==> config.mk <==
export PLATFORM = sky130hd
export DESIGN_NAME = shift_arbiter
export DESIGN_NICKNAME = d
export VERILOG_FILES = /design/src/rtl/shift_arbiter.sv
export SDC_FILE = /design/constraint.sdc
export NUM_CORES = 1
export LEC_CHECK = 0
export CAP_MARGIN = 20
export CORE_ASPECT_RATIO = 1.2
export CORE_MARGIN = 5
export CORE_UTILIZATION = 35
export DETAILED_ROUTE_END_ITERATION = 8
export PLACE_DENSITY = 0.73
export SYNTH_ARGS = -nofsm -noshare
export SYNTH_HDL_FRONTEND = slang
export SYNTH_SLANG_ARGS = --single-unit
==> constraint.sdc <==
create_clock -name clk_i -period 2.1 [get_ports clk_i]
set_input_delay 0.315 -clock clk_i [delete_from_list [all_inputs] [get_ports clk_i]]
set_output_delay 0.315 -clock clk_i [all_outputs]
set_load 0.01 [all_outputs]
==> src/rtl/shift_arbiter.sv <==
// ============================================================================
// Module   : shift_arbiter
// Brief    : Two-requester arbiter in front of an external combinational
//            shifter; IDLE -> CALC -> RESP per job. Define
//            SHIFT_ARB_FIXED_PRIO_EN for fixed priority (requester 0 wins),
//            otherwise contention is resolved round-robin.
// Revision : 1.0 - initial release
// ============================================================================
`default_nettype none

module shift_arbiter #(
  parameter int DATA_W = 8,
  parameter int AMT_W  = 3
) (
  input  logic              clk_i,
  input  logic              reset_i,
  input  logic              req0_valid_i,
  input  logic [DATA_W-1:0] req0_a_i,
  input  logic [AMT_W-1:0]  req0_amt_i,
  output logic              req0_ready_o,
  input  logic              req1_valid_i,
  input  logic [DATA_W-1:0] req1_a_i,
  input  logic [AMT_W-1:0]  req1_amt_i,
  output logic              req1_ready_o,
  output logic [DATA_W-1:0] sh_a_o,
  output logic [AMT_W-1:0]  sh_amt_o,
  input  logic [DATA_W-1:0] sh_y_i,
  output logic              resp_valid_o,
  output logic [DATA_W-1:0] resp_data_o,
  output logic              resp_id_o,
  input  logic              resp_ready_i
);

  typedef enum logic [1:0] {
    IDLE = 2'd0,
    CALC = 2'd1,
    RESP = 2'd2
  } state_t;

  state_t              state_q, state_d;
  logic [DATA_W-1:0]   sh_a_q;
  logic [AMT_W-1:0]    sh_amt_q;
  logic [DATA_W-1:0]   resp_data_q;
  logic                resp_id_q;
  logic                resp_valid_q;
  logic                owner_q;
  logic                grant;
  logic                xfer;

`ifdef SHIFT_ARB_FIXED_PRIO_EN
  assign grant = req0_valid_i ? 1'b0 : 1'b1;
`else
  logic last_id_q;

  // Under contention the requester that did not win last time goes next.
  assign grant = (req0_valid_i && req1_valid_i) ? ~last_id_q : req1_valid_i;
`endif

  assign req0_ready_o = (state_q == IDLE) && !reset_i && !grant && req0_valid_i;
  assign req1_ready_o = (state_q == IDLE) && !reset_i &&  grant && req1_valid_i;
  assign xfer         = req0_ready_o || req1_ready_o;

  always_comb begin
    state_d = state_q;
    case (state_q)
      IDLE:    if (xfer) state_d = CALC;
      CALC:    state_d = RESP;
      RESP:    if (resp_ready_i) state_d = IDLE;
      default: state_d = IDLE;
    endcase
  end

  always_ff @(posedge clk_i or posedge reset_i) begin
    if (reset_i) begin
      state_q <= IDLE;
    end else begin
      state_q <= state_d;
    end
  end

  always_ff @(posedge clk_i or posedge reset_i) begin
    if (reset_i) begin
      sh_a_q       <= '0;
      sh_amt_q     <= '0;
      owner_q      <= 1'b0;
      resp_data_q  <= '0;
      resp_id_q    <= 1'b0;
      resp_valid_q <= 1'b0;
`ifndef SHIFT_ARB_FIXED_PRIO_EN
      last_id_q    <= 1'b1;
`endif
    end else begin
      if (xfer) begin
        sh_a_q   <= grant ? req1_a_i   : req0_a_i;
        sh_amt_q <= grant ? req1_amt_i : req0_amt_i;
        owner_q  <= grant;
`ifndef SHIFT_ARB_FIXED_PRIO_EN
        last_id_q <= grant;
`endif
      end
      if (state_q == CALC) begin
        resp_data_q  <= sh_y_i;
        resp_id_q    <= owner_q;
        resp_valid_q <= 1'b1;
      end else if ((state_q == RESP) && resp_ready_i) begin
        resp_valid_q <= 1'b0;
      end
    end
  end

  assign sh_a_o       = sh_a_q;
  assign sh_amt_o     = sh_amt_q;
  assign resp_data_o  = resp_data_q;
  assign resp_id_o    = resp_id_q;
  assign resp_valid_o = resp_valid_q;

endmodule

`default_nettype wire

==> reports/metrics.cfg, run 1 <==
[finish]
final_nets=180
finish.utilization_pct=58.0
drive_gt1_share_pct=18.1
mostFrequentLayoutCells=55 x clkdlybuf4s50_1, 24 x dfrtp_1, 11 x o32ai_1, 11 x a2bb2oi_1, 9 x mux2_2
area_delta_synth_final_pct=62.3
final_common_cell=clkdlybuf4s50_1
final_cells=180
antenna_cells=0

[logic_synthesis]
ys_seq_area_share_pct=58.5
synthDominantCellAreaShare_pct=56.0
yosysTopAreaCell=dfrtp_1
synth_area_leaders=dfrtp_1 56%, mux2_2 9.5%, a2bb2oi_1 9.0%
synthesis.area_um2=1070
synth_seq_cells=25
ys_warn_count=0
syn_nets=116
synth.avg_cell_area_um2=13.2
syn_inst=81
synth_cell_type_count=22

[place]
dp_hpwl_um=2340
dp.cells=175
port-buffer-count=57
gp_congestion=0.738

[setup_path]
critPathCaptureType=primary output
cp.required_ns=1.78
r2r_end=sh_a_o[4]
crit_path_top_delay_cell=dfrtp_1
r2r_slack_ns=0.69
ff2ff_path_depth=3
critPathKind=register to primary output
critPathMaxFanout=4
max_stage_delay_ns=0.43
crit_chain=or3_4 -> nor3_1 -> dlygate4sd2_1
arrival_ns=1.60
critPathTopFamily=simple AND/OR/NAND/NOR gates
crit_buf_inv=1
worst_setup_path_start_kind=register
r2r_start=state_q[0]

[drt]
detail_route.wl_per_cell_um=16.3
drc_errors=0
drtIter0Drc=23
finalWirelength_um=2930
num_vias=933
first_pass_iters=4
routed_via_density=5.18
drtAntennaViolNets=0

[global_route]
grt_overflow=0
antenna_found_initial=0
grt_pass1_wl_um=4880
grt_pass1_vias=1041
grt_max_degree=18
track_usage_pct=14.9

[timing]
skew_ns=0.00171
relSlewSlack_pct=77.8
max_freq_mhz=522
worst_hold_slack_ns=0.394
rsz0062_at_grt=false
tightest_slew_ns=0.332
hold_viol=0
drv_slew=0
finalCritPeriodShare_pct=91.2
setup_viol=0
period_needed_ns=1.91

[pwr]
powerDensity_nw_per_um2=1170
swShare_pct=30.9
total_power_mw=2.03
clkPwrFrac_pct=10.3
seqPwrFrac_pct=40.6
p_leak_nw=0.711
internal_power_mw=1.40
p_comb_share_pct=49.1
p_sw_uw=628
max-vdd-ir-drop_mv=0.690

[clocking]
clock_latency_ns=0.31
hold_buffers=0
cts.clk_slew.worst_paths_ns=0.13
cts_root_buf=clkbuf_4
cts_tree=built
cts_buffers=3
htree_levels=1
cts_sinks=25
clockBufferDepth=2

[outcome]
outcome=finished clean

[floorplan]
core.rowCount=22
placeableCoreArea_um2=3000
ios=58
die-area_um2=4270
initial_core_util_pct=35.7
die_w_um=60.5
die_h_um=70.6

[run]
maxCapViolCount=0

[min_path]
hp-class=input pin to asynchronous set/reset pin

Yosys cell counts, drive strengths merged:
master and count:
dfrtp 24, a2bb2oi 11, o32ai 11, mux2 9
nor2 4, buf 3, clkbuf 3, inv 3
nor3 2, a21bo 1, a21o 1, a22o 1
a31oi 1, and2b 1, dfstp 1, nand2 1
nand3b 1, nor2b 1, o21ai 1, or3 1
worst reg2reg max path, delay by kind of cell (launching register included):
family | cells | cell delay (ns)
AO/OA/AOI/OAI | 1 | 0.20
AND/OR/NAND/NOR | 2 | 0.71
flip-flops | 1 | 0.43
cell type report:
class	instances	area, µm²
flip-flops and latches	25	627
inverters	3	11.3
well taps	36	45.0
clock buffers	3	22.5
fillers	264	1260
repair buffers	65	628
multi-input cells	47	402
clock inverters	1	5.00
layer usage:
| metal | global-route usage, % | share of wire [%] |
|---|---|---|
| met3 | 4.93 | 8.9 |
| met2 | 25.6 | 53 |
| met5 | 0 | 0 |
| met1 | 17.4 | 36 |
| met4 | 4.34 | 1.2 |
registers in the layout, summed over array words and instances, names as in the netlist:
signal,count
resp_valid_o,1
last_id_q,1
resp_data_o,8
state_q,2
sh_amt_o,3
owner_q,1
resp_id_o,1
sh_a_o,8
worst max-delay path by stage:
| stage | from | end | slack [ns] | cells past startpoint |
|---|---|---|---|---|
| 2_1_floorplan | state_q[1] | req0_ready_o | 0.66 | 2 |
| 3_3_place_gp | reset_i | req0_ready_o | -0.05 | 4 |
| 3_5_place_dp | reset_i | req0_ready_o | -0.06 | 4 |
| 4_1_cts | state_q[0] | req0_ready_o | 0.16 | 3 |
| 5_1_grt | state_q[0] | req0_ready_o | 0.08 | 3 |
| 6_report | state_q[0] | req0_ready_o | 0.19 | 3 |
power groups by stage:
| stage | Sequential (mW) | Combinational [mW] | Clock, mW |
|---|---|---|---|
| after floorplan | 0.924 | 0.348 | 0 |
| after global placement | 0.832 | 0.989 | 0 |
| after detailed placement | 0.840 | 1.00 | 0 |
| after CTS | 0.828 | 1.02 | 0.227 |
| after global routing | 0.856 | 1.07 | 0.245 |
| final | 0.826 | 0.998 | 0.208 |
logic make-up after synthesis:
| kind of cell | Yosys count | synth area share (%) |
|---|---|---|
| buffers and inverters | 9 | 4.08 |
| AND/OR/NAND/NOR | 11 | 6.53 |
| flip-flops | 25 | 58.5 |
| multiplexers | 9 | 9.45 |
| AO/OA/AOI/OAI | 27 | 21.5 |
metrics by stage:
stage               cell area (µm²)  setup WS, ns  setup TNS [ns]
finish                         1740         0.185               0
CTS                            1740         0.161               0
global route                   1740        0.0803               0
detailed placement             1710       -0.0559         -0.0878
global placement               1710       -0.0511         -0.0619
floorplan                      1070         0.664               0
repair_timing:
action | 4_1_cts | 5_1_grt
resized for setup | 2 | 0
buffers inserted | 1 | 0
setup endpoints to repair | 2 | 0
No activity file was read; power rests on OpenSTA's default activity.
==> inputs of run 2 (changes only) <==
- CORE_ASPECT_RATIO: 1.2 -> 1.75
- SKIP_CTS_REPAIR_TIMING: not set -> 1
==> run 2 against run 1 <==
  * Cell area is 0.58% higher
  * Clock skew rose by 0.0018 ns
  * Critical endpoint unchanged
  * Register-to-register slack worse by 0.03 ns
  * Largest power group unchanged
==> reports/metrics.cfg, run 2 (same netlist as run 1, synthesis figures left out) <==
[outcome]
outcome=finished clean

[drt]
num_vias=928  ; -0.54%
drtIter0Drc=16  ; -30%
drc_errors=0  ; unchanged
first_pass_iters=4  ; unchanged
routed_via_density=5.43  ; +4.7%
drtAntennaViolNets=0  ; unchanged
detail_route.wl_per_cell_um=17.6  ; +7.8%
finalWirelength_um=3000  ; +2.5%

[clocking]
cts_sinks=25  ; unchanged
cts_tree=built
clockBufferDepth=2  ; unchanged
htree_levels=1  ; unchanged
cts_root_buf=clkbuf_8
clock_latency_ns=0.27  ; -0.04 ns
cts_buffers=3  ; unchanged
cts.clk_slew.worst_paths_ns=0.08  ; -0.05 ns

[setup_path]
max_stage_delay_ns=0.44  ; about the same
crit_chain=or3_4 -> nor3_1 -> dlymetal6s2s_1
cp-startpoint=state_q[1]
crit_path_top_delay_cell=or3_4
r2r_slack_ns=0.66  ; -0.03 ns
arrival_ns=1.48  ; -0.12 ns
critPathKind=register to primary output
critPathMaxFanout=6  ; +2
cp_num_cells=3  ; unchanged
cp.required_ns=1.78  ; about the same
critPathTopFamily=simple AND/OR/NAND/NOR gates
critPathCaptureType=primary output
crit_end=req0_ready_o
worst_setup_path_start_kind=register
crit_buf_inv=1  ; unchanged
r2r_end=sh_a_o[2]
r2r_start=state_q[1]
ff2ff_path_depth=3  ; unchanged

[timing]
setup_viol=0  ; unchanged
max_freq_mhz=557  ; +6.6%
drv_slew=0  ; unchanged
period_needed_ns=1.80  ; -0.118 ns
skew_ns=0.00352  ; +0.00181 ns
tightest_slew_ns=0.292  ; -0.0402 ns
relSlewSlack_pct=80.5  ; +2.7 points
rsz0062_at_grt=false
hold_viol=0  ; unchanged
finalCritPeriodShare_pct=85.5  ; -5.6 points
final.setup.worst_slack_ns=0.304  ; +0.118 ns

[global_route]
track_usage_pct=15.6  ; +0.67 points
grt_pass1_vias=1067  ; +2.5%
antenna_found_initial=0  ; unchanged
grt_pass1_wl_um=5200  ; +6.6%
grt_overflow=0  ; unchanged
grt_max_degree=14  ; -4

[pwr]
powerDensity_nw_per_um2=1200  ; +3.0%
p_sw_uw=640  ; +1.8%
p_comb_share_pct=47.0  ; -2.1 points
swShare_pct=30.4  ; -0.54 points
internal_power_mw=1.46  ; +4.4%
clkPwrFrac_pct=13.2  ; +2.9 points
max-vdd-ir-drop_mv=0.727  ; +5.3%
p_leak_nw=0.736  ; +3.4%
seqPwrFrac_pct=39.8  ; -0.8 points

[floorplan]
core.rowCount=26  ; +18%
die_w_um=51.8  ; -14%
placeableCoreArea_um2=2930  ; -2.4%
die-area_um2=4310  ; +0.92%
ios=58  ; unchanged
initial_core_util_pct=36.6  ; +0.89 points
die_h_um=83.2  ; +18%

[place]
place_area_um2=1700  ; -0.59%
gp_congestion=0.702  ; -4.9%
place_ws_ns=-0.0868  ; -0.0309 ns
dp_hpwl_um=2460  ; +5.2%
port-buffer-count=57  ; unchanged

[finish]
fin_area_um2=1750  ; +0.58%
area_delta_synth_final_pct=63.2
antenna_cells=0  ; unchanged
final_nets=179  ; -0.56%
finish.utilization_pct=59.8  ; +1.8 points
drive_gt1_share_pct=17.5  ; -0.57 points
final_common_cell=clkdlybuf4s50_1
mostFrequentLayoutCells=55 x clkdlybuf4s50_1, 24 x dfrtp_1, 11 x o32ai_1, 11 x a2bb2oi_1, 9 x mux2_2

[min_path]
hp-class=register to register

[run]
maxCapViolCount=0  ; unchanged

-- run 2: cell count changes in the layout (fill, tap and decap cells not counted) --
cell,before,now
dlymetal6s2s_1,0,2
dlygate4sd2_1,2,0
nor2_1,3,2
clkbuf_1,0,1
clkbuf_8,0,3
buf_4,8,7
clkinv_2,1,0
nor2_2,0,1
clkbuf_4,3,0
-- run 2: worst min-delay path by stage --
stage | from | endpoint | depth (start not counted)
after detailed placement | owner_q | owner_q | 1
after global placement | owner_q | owner_q | 1
after CTS | owner_q | owner_q | 1
after floorplan | reset_i | owner_q | 1
final | owner_q | owner_q | 1
after global routing | owner_q | owner_q | 1
-- run 2: per-layer routing --
layer	part of all wire [%]	track usage [%]	wire, µm
met2	54	26.0	1620
met1	35	17.1	1050
met5	0	0	0
met4	1.6	5.73	49
met3	9.5	6.45	286
-- run 2: metrics by stage --
step                power, mW  hold WS, ns  cells  setup TNS [ns]
finish                   2.10        0.484    171               0
CTS                      2.13        0.490    171          -0.184
detailed placement       1.85        0.471    167          -0.172
floorplan                1.27        0.342     81               0
global placement         1.81        0.463    167          -0.121
global route             2.25        0.521    171               0
-- run 2: final cells by class --
cell class	count	area [µm²]
repair buffers	64	628
fillers	246	1180
well taps	28	35.0
clock buffers	4	45.0
inverters	3	11.3
multi-input cells	47	404
flip-flops and latches	25	627
-- run 2: power groups by stage --
stage                     clock [mW]  combinational (mW)  sequential [mW]
final                          0.277               0.989            0.838
after global routing           0.304                1.07            0.874
after CTS                      0.283                1.01            0.842
after detailed placement           0                1.00            0.846
after global placement             0               0.980            0.829
after floorplan                    0               0.348            0.924
==> inputs of run 3 (changes only) <==
- CORE_UTILIZATION: 35 -> 41
- PLACE_DENSITY: 0.73 -> 0.84
==> run 3 against run 2 <==
  * Routed wire length is 7.8% higher
  * Sequential power hardly changed
  * Clock-buffer cell count decreased by 1
  * First-iteration DRC count grew 6.3%
  * Sequential share of layout area rose by 0.23 points
  * Via count up 0.97%
  * Clock power barely moved
  * Non-clock buffer count shrank 1
  * Worst setup slack worse by 0.041 ns
  * Die area fell by 12%
==> reports/metrics.cfg, run 3 (same netlist as run 1, synthesis figures left out) <==
[setup_path]
crit_path_top_delay_cell=dfrtp_1
ff2ff_path_depth=3  ; unchanged
r2r_slack_ns=0.60  ; -0.06 ns
crit_buf_inv=1  ; unchanged
crit_chain=or3_4 -> nor3_1 -> dlymetal6s2s_1
critPathCaptureType=primary output
r2r_end=sh_a_o[1]
worst_setup_path_start_kind=register
critPathKind=register to primary output
max_stage_delay_ns=0.44  ; about the same
cp_num_cells=3  ; unchanged
cp.required_ns=1.78  ; about the same
arrival_ns=1.52  ; +0.04 ns
critPathMaxFanout=6  ; unchanged
critPathTopFamily=simple AND/OR/NAND/NOR gates
cp-startpoint=state_q[1]
crit_end=req0_ready_o
r2r_start=state_q[1]

[timing]
drv_slew=0  ; unchanged
finalCritPeriodShare_pct=87.5  ; +2.0 points
tightest_slew_ns=0.322  ; +0.0298 ns
setup_tns_ns=0  ; unchanged
period_needed_ns=1.84  ; +0.0411 ns
skew_ns=0.00620  ; +0.00268 ns
max_freq_mhz=544  ; -2.2%
setup_viol=0  ; unchanged
worst_hold_slack_ns=0.446  ; -0.0377 ns
rsz0062_at_grt=false
hold_viol=0  ; unchanged
relSlewSlack_pct=78.5  ; -2.0 points

[global_route]
grt_pass1_vias=1145  ; +7.3%
track_usage_pct=18.2  ; +2.6 points
grt_pass1_wl_um=5390  ; +3.6%
grt_overflow=0  ; unchanged
antenna_found_initial=0  ; unchanged
grt_max_degree=18  ; +4

[outcome]
outcome=finished clean

[clocking]
htree_levels=1  ; unchanged
clockBufferDepth=2  ; unchanged
cts_sinks=25  ; unchanged
cts_tree=built
cts.clk_slew.worst_paths_ns=0.08  ; about the same
cts_root_buf=clkbuf_8
clock_latency_ns=0.27  ; about the same
cts_buffers=3  ; unchanged

[drt]
drc_errors=0  ; unchanged
detail_route.wl_per_cell_um=19.3  ; +9.8%
drtIter0Drc=17  ; +1
routed_via_density=5.58  ; +2.8%
drtAntennaViolNets=0  ; unchanged
num_vias=937  ; +0.97%
finalWirelength_um=3240  ; +7.8%
first_pass_iters=3  ; -1

[finish]
final_nets=178  ; -0.56%
final_common_cell=clkdlybuf4s50_1
mostFrequentLayoutCells=55 x clkdlybuf4s50_1, 24 x dfrtp_1, 11 x o32ai_1, 11 x a2bb2oi_1, 9 x mux2_2
antenna_cells=0  ; unchanged
drive_gt1_share_pct=16.9  ; -0.58 points
num-fill-cells=192  ; -22%
fin_area_um2=1740  ; -0.64%
final_cells=168  ; -1.8%
area_delta_synth_final_pct=62.2

[floorplan]
ios=58  ; unchanged
placeableCoreArea_um2=2490  ; -15%
initial_core_util_pct=43.0  ; +6.4 points
die_h_um=77.7  ; -6.7%
die_w_um=48.7  ; -6.1%
core.rowCount=24  ; -7.7%
die-area_um2=3780  ; -12%

[place]
port-buffer-count=57  ; unchanged
dp.cells=164  ; -1.8%
gp_congestion=0.797  ; +14%
dp_hpwl_um=2620  ; +6.4%
place_area_um2=1690  ; -0.59%

[pwr]
max-vdd-ir-drop_mv=0.780  ; +7.3%
powerDensity_nw_per_um2=1220  ; +1.3%
p_leak_nw=0.734  ; -0.26%

[run]
maxCapViolCount=0  ; unchanged

[min_path]
hp-class=input pin to asynchronous set/reset pin

-- run 3: cell count changes in the layout (fill, tap and decap cells not counted), sizes merged --
cell,change
buf,-1
clkbuf,-1
clkinv,+1
-- run 3: area by class of cell --
class	instances	area [µm²]	area share, %
clock buffer	3	41.3	2.37
clock inverter	1	5.00	0.288
inverter	3	11.3	0.647
multi-input combinational	47	402	23.1
sequential	25	627	36.0
tap	26	32.5	1.87
timing repair buffer	63	621	35.7
-- run 3: how the worst min path moves through the flow --
stage,from,to,slack (ns),cells after the start
CTS,reset_i,state_q[1],0.44,3
global placement,owner_q,owner_q,0.46,1
global route,reset_i,state_q[1],0.48,3
detailed placement,owner_q,owner_q,0.46,1
finish,reset_i,state_q[1],0.45,3
floorplan,reset_i,owner_q,0.34,1
-- run 3: routing by layer --
metal / up-vias / share of wire (%) / track usage [%]
li1: 438 / - / -
met1: 439 / 35 / 18.2
met2: 47 / 52 / 30.2
met3: 13 / 8.4 / 7.85
met4: 0 / 4.4 / 11.9
met5: - / 0 / 0
-- run 3: stage by stage --
step | util (%) | power [mW] | worst slack (ns)
2_1_floorplan | - | 1.27 | 0.664
3_3_place_gp | 67.7 | 1.80 | -0.0625
3_5_place_dp | 67.7 | 1.86 | -0.0902
4_1_cts | 69.6 | 2.15 | -0.140
5_1_grt | 69.8 | 2.26 | 0.164
6_report | 69.8 | 2.12 | 0.263
-- run 3: tightest hold or removal path, cell delays in order --
cell,delay [ns]
clkdlybuf4s50_1,0.42
buf_4,0.14
inv_1,0.25
-- run 3: report_power, final --
| part | leakage [nW] | switching, mW | internal, mW |
|---|---|---|---|
| clock network | 0.0255 | 0.145 | 0.133 |
| registers | 0.283 | 0.129 | 0.709 |
| logic | 0.425 | 0.384 | 0.618 |
